==> config.mk <==
export PLATFORM = sky130hd
export DESIGN_NAME = fetch_unit
export DESIGN_NICKNAME = d
export VERILOG_FILES = /design/src/rtl/fetch_unit_pkg.sv /design/src/rtl/fetch_unit.sv
export SDC_FILE = /design/constraint.sdc
export NUM_CORES = 1
export LEC_CHECK = 0
export CORE_MARGIN = 4
export CORE_UTILIZATION = 48
export CTS_BUF_LIST = sky130_fd_sc_hd__clkbuf_8
export CTS_CLUSTER_SIZE = 16
export DETAILED_ROUTE_END_ITERATION = 12
export GPL_TIMING_DRIVEN = 1
export MAX_ROUTING_LAYER = met4
export PLACE_DENSITY_LB_ADDON = 0.12
export SYNTH_ARGS = -nofsm -noshare
export SYNTH_HDL_FRONTEND = slang
export SYNTH_SLANG_ARGS = --single-unit
==> constraint.sdc <==
create_clock -name clock -period 7.9 [get_ports clock]
set_clock_uncertainty 0.1 [all_clocks]
set_input_delay 1.185 -clock clock [delete_from_list [all_inputs] [get_ports clock]]
set_output_delay 1.185 -clock clock [all_outputs]
set_load 0.01 [all_outputs]
==> src/rtl/fetch_unit_pkg.sv <==
// Shared IF-stage definitions: fetch state encoding, the bubble word and the IF/ID payload.
// The hazard and ID logic import this package too.
package fetch_unit_pkg;

    localparam logic [1:0] ST_REQ   = 2'd0;
    localparam logic [1:0] ST_HELD  = 2'd1;
    localparam logic [1:0] ST_DRAIN = 2'd2;

    // sll $0,$0,0
    localparam logic [31:0] NOP_WORD = 32'h0000_0000;

    typedef struct packed {
        logic [31:0] instr;
        logic [31:0] pc4;
        logic        valid;
    } if_id_t;

    function automatic if_id_t make_if_id(input logic [31:0] instr,
                                          input logic [31:0] pc4,
                                          input logic        valid);
        if_id_t r;
        r.instr = instr;
        r.pc4   = pc4;
        r.valid = valid;
        return r;
    endfunction

endpackage

==> src/rtl/fetch_unit.sv <==
// IF stage: owns the PC, fetches over a req/ack handshake and drives the enable-less IF/ID register,
// presenting a NOP on bubbles/flushes and the previous word on stalls.
module fetch_unit
    import fetch_unit_pkg::*;
#(
    parameter logic [31:0] RESET_PC = 32'h0000_0000,
    parameter logic [31:0] NOP      = NOP_WORD
) (
    input  logic        clock,
    input  logic        reset,
    input  logic        stall,
    input  logic        redirect,
    input  logic [31:0] redirect_pc,
    output logic        imem_req,
    output logic [31:0] imem_addr,
    input  logic        imem_ack,
    input  logic [31:0] imem_rdata,
    output logic [31:0] instruction,
    output logic [31:0] pc_plus4,
    output logic        fetch_valid
);

    logic [1:0]  state, state_next;
    logic [31:0] pc, pc_next;
    logic [31:0] pc_inc;
    logic [31:0] hold_instr, hold_next;
    logic [31:0] drain_addr, drain_next;
    if_id_t      last, presented;

    assign pc_inc = pc + 32'd4;

    always_comb begin
        state_next = state;
        pc_next    = pc;
        hold_next  = hold_instr;
        drain_next = drain_addr;
        presented  = make_if_id(NOP, 32'd0, 1'b0);
        imem_req   = 1'b0;
        imem_addr  = pc;

        if (!reset) begin
            case (state)
                ST_REQ: begin
                    imem_req = 1'b1;
                    if (redirect) begin
                        pc_next = redirect_pc;
                        // The request cannot be withdrawn, so its late response must be drained.
                        if (!imem_ack) begin
                            drain_next = pc;
                            state_next = ST_DRAIN;
                        end
                    end else if (stall) begin
                        presented = last;
                        if (imem_ack) begin
                            hold_next  = imem_rdata;
                            state_next = ST_HELD;
                        end
                    end else if (imem_ack) begin
                        presented = make_if_id(imem_rdata, pc_inc, 1'b1);
                        pc_next   = pc_inc;
                    end
                end

                ST_HELD: begin
                    if (redirect) begin
                        pc_next    = redirect_pc;
                        state_next = ST_REQ;
                    end else if (stall) begin
                        presented = last;
                    end else begin
                        presented  = make_if_id(hold_instr, pc_inc, 1'b1);
                        pc_next    = pc_inc;
                        state_next = ST_REQ;
                    end
                end

                ST_DRAIN: begin
                    imem_req  = 1'b1;
                    imem_addr = drain_addr;
                    if (redirect) begin
                        pc_next = redirect_pc;
                    end else if (stall) begin
                        presented = last;
                    end
                    if (imem_ack) begin
                        state_next = ST_REQ;
                    end
                end

                default: begin
                    state_next = ST_REQ;
                end
            endcase
        end
    end

    assign instruction = presented.instr;
    assign pc_plus4    = presented.pc4;
    assign fetch_valid = presented.valid;

    // last mirrors what IF/ID captures at each edge, so a stall can re-present it.
    always_ff @(posedge clock or posedge reset) begin
        if (reset) begin
            pc         <= RESET_PC;
            state      <= ST_REQ;
            hold_instr <= NOP;
            drain_addr <= 32'd0;
            last       <= make_if_id(NOP, 32'd0, 1'b0);
        end else begin
            pc         <= pc_next;
            state      <= state_next;
            hold_instr <= hold_next;
            drain_addr <= drain_next;
            last       <= presented;
        end
    end

endmodule
Word-level counts from Yosys, hierarchy flattened
Cells that the tools add are included.
W data, S select, Z words.
- eq/ne operators: 9
- $add $sub $neg: 1
- multiplexer cells: 28
- reduce and logical (&&, ||, !) cells: 7
- bitwise gates (word level): 3
- operators by type and width (kind ; number):
    $mux W65 ; 8
    $mux W32 ; 8
    $pmux W65 S3 ; 1
    $pmux W32 S3 ; 1
    $add A32 B3 Y32 const B ; 1
    $ne A3 B3 Y1 const B ; 5
    $mux W2 ; 7
    $reduce_and A6 Y1 ; 2
    $pmux W2 S3 ; 1
    $reduce_and A5 Y1 ; 1
    $ne A2 B2 Y1 const B ; 2
    $reduce_and A4 Y1 ; 1
    $not A1 Y1 ; 3
    $reduce_bool A3 Y1 ; 1
    $eq A2 B1 Y1 const B ; 1
    $eq A2 B2 Y1 const B ; 1
    $logic_not A2 Y1 ; 1
    $mux W1 ; 2
    $reduce_or A2 Y1 ; 1
- input port bits: 69
- output and inout bits: 98
- register bits: 163

Logic depth before layout (Yosys ltp)
Gate-level depths: netlist (run 1).
- depth in word-level cells: 6
- gate-level depth with buffers: 8
- depth with buffers taken out: 6

Worst setup path before layout (run 1)
Ideal clock, no wire load.
- kind: input-to-output
- from: in reset
- to: out pc_plus4[21]
- data required time: 6.615 ns
- setup slack: -0.245 ns
- stages: 7
- data arrival time: 6.860 ns
- path through: buf_2 > inv_1 > nand2_1 > nor2_1 > clkbuf_1 > nand2_1 > o21ai_0
- longest elaborated chain between the ends: 1
- ends and longest elaborated chain (what ; RTL line ; RTL):
    start: declaration ; fetch_unit.sv:10 ; input logic reset,
    $mux W65 ; fetch_unit.sv:41 ; if (!reset) begin
    end: declaration ; fetch_unit.sv:19 ; output logic [31:0] pc_plus4,
No other way between the ends.

Final worst setup path (run 1)
- from: in redirect
- to: out fetch_valid
- longest elaborated chain between the ends: 3
- elaborated cells between the ends (all ways): 5
- classes of those cells: 5 x mux
- ends and longest elaborated chain (what ; RTL line ; RTL):
    start: declaration ; fetch_unit.sv:12 ; input logic redirect,
    $mux W65 (on tied branches) ; fetch_unit.sv:80, fetch_unit.sv:45, fetch_unit.sv:65 ;
    $pmux W65 S3 * ; fetch_unit.sv:42 ; case (state)
    $mux W65 * ; fetch_unit.sv:41 ;
    end: declaration ; fetch_unit.sv:20 ; output logic fetch_valid
Mark *: on every way between the ends. The rest lies on a longest branch, timed or not.

==> key figures, run 1 <==
Synthesis
  – Yosys reg bits: 163
  – Post-synth EDFFs: 0
  – Seq/Total Area, Yosys: 0.511
  – Netlist cell types: 52
  – Post-Syn Area: 0.00798 sq mm
  – Top cells by area, synth: dfrtp_1 (51%), mux2_2 (13%), a22oi_1 (4.9%), a22o_1 (3.4%), nor2_1 (3.3%)
  – Syn nets: 830
  – Mapped Cells: 760
  – Async SR Flop Fraction: 1.00
  – Syn_area_per_cell: 10.5 sq um
  – Synth Flop Type: dfrtp_1
  – Synthesis warning total: 0
  – Leading area contributor after synthesis: dfrtp_1
  – Synth top area share: 0.511

Power
  – Switching part of the total power: 0.310
  – VDD IR max: 154 uV
  – Share of power burned in the clock network: 0.263
  – P_sw: 758 uW
  – Combinational fraction of design power: 0.256
  – Static leakage: 0.00412 uW
  – Internal power: 1690 uW
  – Power density over cell area: 241 mW/mm^2
  – Sequential Power Share: 0.481

Global route
  – Vias in the first global route: 6494
  – Remaining Overflow, GRT: 0
  – Largest net degree at the start of global routing: 166
  – Initial antenna violation count: 0
  – Busiest grt layer: met2
  – Met3 usage: 0.0504
  – First-pass GRT wire length: 34.4 mm
  – Met2 Resource Use GR: 0.354
  – Gr usage total: 0.241
  – Met1 usage: 0.344

Route
  – Via count: 6563
  – DRT antenna net count: 0
  – Via/cell ratio: 5.87
  – WL final: 21.6 mm
  – Iter 0 DRT Violations: 549
  – Initial DRT Pass Iterations: 5
  – DRC Markers: 0
  – WL per Instance: 19.3 microns

Timing
  – Final Cycle Share: 0.702
  – RSZ-0062 raised after global routing: false
  – Max Freq: 0.180 GHz
  – Setup total negative slack: 0 ns
  – Period minus WS final: 5.55 ns
  – Final setup violation count: 0
  – Post-route worst setup slack: 2.35 ns
  – Worst Tran Pin Value: 1.04 ns
  – Count of final hold-check violations: 0
  – Max_slew headroom: 0.303
  – Slew Viols, Final: 0

Clocking
  – CTS tree: done
  – # H-tree levels: 4
  – Clock sink total: 163
  – Num CTS Buffers: 17
  – Post CTS Setup Buffer Count: 0
  – Clk slew on worst S/H paths: 0.08 ns
  – Hold_buf cts: 0
  – Clk buf depth: 2
  – Insertion delay to the later sink of the worst-skew pair: 0.46 ns
  – Number of gates resized after CTS: 0
  – Clock root buffer: clkbuf_8

Floorplan
  – Core Box Area: 0.0161 sq mm
  – DIE AREA: 0.0187 sq mm
  – Die width: 137 microns
  – Initial Utilization: 0.497
  – Rows: 46
  – IO Count: 167
  – Die Y: 137 microns

Worst setup path
  – Top cell by count, worst path: clkdlybuf4s50_1
  – Critical path launch point type: input port
  – Reg2reg setup slack: 5.04 ns
  – Cell at the slowest stage of the critical path: clkdlybuf4s50_1
  – Worst Path Required: 6.61 ns
  – CP max stage delay: 0.64 ns
  – Worst path cell trace: clkdlybuf4s50_1, or3_4, nor3b_4, buf_4, inv_1, a221oi_1, clkdlybuf4s50_1
  – CP Class: input port to output port
  – Setup crit end kind: output port
  – Critical Path AT: 4.26 ns
  – CP max FO: 23

Outcome
  – Outcome: completed

Placed design
  – Port Buffers: 166
  – Post-DP HPWL: 14.6 mm
  – GP Congestion: 0.876
  – Setup WS pre-CTS: 2.38 ns

Cells and area
  – Commonest non-fill, non-tap cells in the layout: clkdlybuf4s50_1 (165), dfrtp_1 (163), mux2_2 (89)
  – Leading cell type in the layout, fill and taps excluded: clkdlybuf4s50_1
  – Layout Nets: 959
  – Share of cells above drive strength 1: 0.159
  – Layout Utilization: 0.633
  – Synth-to-Final Area Change: 27.4%
  – Antenna cells: 0

Flow run
  – Max Cap Viol: 0

Worst hold path
  – Worst hold path class: flip-flop to flip-flop
==> final timing paths <==
kind	startpoint	cells after the start	end
setup reg to reg	pc[2]	6	last[29]
hold / removal	drain_addr[2]	2	drain_addr[2]
max in group asynchronous	reset	3	pc[4]
hold reg to reg	drain_addr[2]	2	drain_addr[2]
setup / recovery	redirect	7	fetch_valid
min in group asynchronous	reset	3	last[48]
==> per-layer routing <==
layer | part of all wire | wire (microns) | up-vias
li1 | - | - | 3021
met1 | 0.46 | 9970 | 3276
met2 | 0.46 | 9930 | 241
met3 | 0.065 | 1410 | 25
met4 | 0.014 | 297 | 0
met5 | 0 | 0 | -
==> layout make-up <==
cell class                      count  area (sq um)
Timing Repair Buffer              176          1740
Fill cell                        1277          5900
Inverter                           10          41.3
Tap cell                          216           270
Sequential cell                   163          4080
Clock buffer                       19           262
Multi-Input combinational cell    521          3600
Clock inverter                     13           159
==> synth_stat cells, types with 2 or more instances <==
cell,n
nand2_1,59
clkbuf_1,42
dfrtp_1,163
a221o_1,2
nand2b_1,2
mux2_2,89
nor4_1,4
or3_4,2
nand4b_1,2
a2bb2oi_1,3
nand4_2,2
nand3b_1,2
buf_2,18
inv_1,10
a21oi_1,24
clkbuf_2,2
a22o_1,31
nor2_1,71
or3_1,8
nand4_1,10
and4_1,2
o211ai_1,4
xnor2_1,11
o21ai_0,49
nand3_1,30
a32oi_1,3
a31oi_1,2
and3_1,7
o22ai_1,7
a22oi_1,52
nor3_1,4
xor2_1,16
or4_1,6
buf_1,3
==> sequential cells by signal, indices dropped and copies added, names as in the netlist <==
register,cells
drain_addr,32
hold_instr,32
last,65
pc,32
state,2
==> kinds of logic (layout without fill, tap and decap cells) <==
| group | count (synthesis) | count (layout) | synth area share |
|---|---|---|---|
| mux | 89 | 89 | 0.126 |
| compound gates | 186 | 186 | 0.159 |
| fa+ha+maj | 1 | 1 | 0.00157 |
| simple gates | 218 | 218 | 0.133 |
| buf+inv | 76 | 218 | 0.0399 |
| flops | 163 | 163 | 0.511 |
| xor+xnor | 27 | 27 | 0.0297 |
==> metrics by stage <==
step                      std cells  hold WS [ns]  total power, uW  cell area (sq um)
after global placement         1086         0.363             1790               9740
after floorplan                 760         0.350             1550               7980
after detailed placement       1086         0.374             1820               9740
after global routing           1118         0.419             2580              10200
final                          1118         0.387             2450              10200
after CTS                      1118         0.393             2470              10200
==> power groups by stage <==
stage                     sequential [uW]  clock, uW  combinational [uW]
after floorplan                      1100          0                 447
after global placement               1180          0                 614
after detailed placement             1190          0                 628
after CTS                            1180        661                 632
after global routing                 1200        692                 685
final                                1180        644                 626
==> worst max-delay path: cells and delay by family <==
kind	cells	cell delay [ns]
AND/OR/NAND/NOR	2	1.07
buffers and inverters	4	1.70
AO/OA/AOI/OAI	1	0.29
Power figures use the tool's default switching activity.
==> run 2: changes to the inputs <==
Clock period 7.9 ns to 5 ns, I/O delays scaled along.
==> run 2 against run 1 <==
Non-clock buffer count up 3; sequential power increased by 58%; clock power up 47%; die area unchanged; total power is 56% higher; highest routed layer unchanged; critical path depth stayed put; setup slack got worse by 1.8 ns; largest power group unchanged; critical path type unchanged; sequential share of layout area is 0.33 points lower; flip-flop and latch count unchanged; global-route usage increased by 0.71 points; critical endpoint is now instruction[24].
==> key figures, run 2 (same netlist as run 1, synthesis figures left out) <==
Worst setup path
  – Cell at the slowest stage of the critical path: clkdlybuf4s50_1
  – Critical Path Start: redirect
  – Buf/Inv on CP: 3 (-1)
  – Setup crit end kind: output port
  – Worst path cell trace: clkdlybuf4s50_1, or3_4, nor3b_4, buf_4, a22oi_1, nor2_1, clkdlybuf4s50_1
  – R2R Path Start: pc[2]
  – Critical path launch point type: input port
  – Worst Path Required: 4.15 ns (-2.46 ns)
  – CP max stage delay: 0.64 ns (about the same)
  – Top delay family on crit path: buffers and inverters
  – Critical Path AT: 3.56 ns (-0.70 ns)
  – Top cell by count, worst path: clkdlybuf4s50_1
  – CP Class: input port to output port
  – CP max FO: 32 (+39%)

Global route
  – Largest net degree at the start of global routing: 87 (-48%)
  – First-pass GRT wire length: 35.5 mm (+3.3%)
  – Initial antenna violation count: 0 (unchanged)
  – Remaining Overflow, GRT: 0 (unchanged)
  – Gr usage total: 0.248 (+0.00714)
  – Vias in the first global route: 6745 (+3.9%)

Floorplan
  – Initial Utilization: 0.497 (unchanged)
  – Die Y: 137 microns (unchanged)
  – DIE AREA: 0.0187 sq mm (unchanged)
  – Die width: 137 microns (unchanged)
  – IO Count: 167 (unchanged)
  – Rows: 46 (unchanged)
  – Core Box Area: 0.0161 sq mm (unchanged)

Power
  – VDD IR max: 218 uV (+41%)
  – Power density over cell area: 372 mW/mm^2 (+55%)
  – Total power: 3820 uW (+56%)
  – Static leakage: 0.00415 uW (+0.83%)

Cells and area
  – Antenna cells: 0 (unchanged)
  – Largest register FFs: 65 (unchanged)
  – Layout Nets: 962 (+0.31%)
  – Fill cells: 1279 (+0.16%)
  – Layout Utilization: 0.638 (+0.00530)
  – Leading cell type in the layout, fill and taps excluded: clkdlybuf4s50_1
  – Synth-to-Final Area Change: 28.5%
  – Share of cells above drive strength 1: 0.197 (+0.0381)
  – Non-Filler Instances: 1121 (+0.27%)
  – Largest Register: last
  – Commonest non-fill, non-tap cells in the layout: clkdlybuf4s50_1 (165), dfrtp_1 (163), mux2_2 (89)

Clocking
  – # H-tree levels: 4 (unchanged)
  – Clock sink total: 163 (unchanged)
  – Clk slew on worst S/H paths: 0.09 ns (about the same)
  – CTS tree: done
  – Num CTS Buffers: 17 (unchanged)
  – Post CTS Setup Buffer Count: 0 (unchanged)
  – Clk buf depth: 2 (unchanged)
  – Clock root buffer: clkbuf_8
  – Hold_buf cts: 0 (unchanged)
  – Number of gates resized after CTS: 0 (unchanged)
  – Insertion delay to the later sink of the worst-skew pair: 0.46 ns (about the same)

Worst hold path
  – Hold Path Origin: last[18]
  – Worst hold path class: flip-flop to flip-flop

Route
  – Via count: 6590 (+0.41%)
  – Via/cell ratio: 5.88 (+0.14%)
  – Iter 0 DRT Violations: 527 (-4.0%)
  – WL per Instance: 19.5 microns (+1.1%)
  – DRT antenna net count: 0 (unchanged)
  – WL final: 21.9 mm (+1.3%)
  – Initial DRT Pass Iterations: 5 (unchanged)
  – DRC Markers: 0 (unchanged)

Timing
  – Count of final hold-check violations: 0 (unchanged)
  – Slew Viols, Final: 0 (unchanged)
  – Post-route worst setup slack: 0.594 ns (-1.76 ns)
  – Max Freq: 0.227 GHz
  – RSZ-0062 raised after global routing: false
  – Worst Tran Pin Value: 1.20 ns (+0.153 ns)
  – Final Cycle Share: 0.881
  – Final setup violation count: 0 (unchanged)
  – Max_slew headroom: 0.202 (-0.100)
  – Period minus WS final: 4.41 ns

Placed design
  – Placed Cells: 1089 (+0.28%)
  – GP Congestion: 0.880 (+0.48%)
  – Post-DP HPWL: 14.8 mm (+1.5%)
  – Setup WS pre-CTS: 0.615 ns (-1.76 ns)
  – Port Buffers: 166 (unchanged)

Flow run
  – Max Cap Viol: 0 (unchanged)

Outcome
  – Outcome: completed
==> run 2: worst paths after layout <==
| kind | to | slack, ns | cells past startpoint |
|---|---|---|---|
| setup reg to reg | pc[30] | 2.19 | 6 |
| hold / removal | last[18] | 0.38 | 2 |
| min in group asynchronous | pc[1] | 1.19 | 3 |
| max in group asynchronous | drain_addr[18] | 1.94 | 4 |
| setup / recovery | instruction[24] | 0.59 | 7 |
| hold reg to reg | last[18] | 0.38 | 2 |
==> run 2: tightest hold or removal path, stage by stage, from the launching register on <==
cell and delay, ns:
dfrtp_1 0.33, nand2_1 0.06, o21ai_2 0.06
==> run 2: stage by stage <==
step	cell area, sq um	hold slack [ns]	TNS, ns
after floorplan	8120	0.350	-21.26
after global placement	9850	0.353	0
after detailed placement	9850	0.358	0
after CTS	10200	0.379	0
after global routing	10200	0.390	0
final	10200	0.375	0
==> run 2: report_power, final <==
| part | internal, uW | leakage (uW) | switching, uW |
|---|---|---|---|
| registers | 1600 | 0.00207 | 259 |
| logic | 553 | 0.00189 | 456 |
| clock network | 376 | 0.000197 | 572 |
==> run 2: routing by layer <==
metal | GRT usage | vias to the layer above | routed length, microns
li1 | - | 3035 | -
met1 | 0.343 | 3320 | 9850
met2 | 0.376 | 211 | 10600
met3 | 0.0482 | 24 | 1210
met4 | 0.0721 | 0 | 272
met5 | - | - | 0
==> run 2: area by class of cell <==
cell class	count	area [sq um]	share of cell area
Clock buffer	17	234	0.0228
Tap cell	216	270	0.0264
Multi-Input combinational cell	521	3710	0.362
Clock inverter	15	158	0.0154
Timing Repair Buffer	179	1750	0.171
Inverter	10	41.3	0.00403
Sequential cell	163	4080	0.398
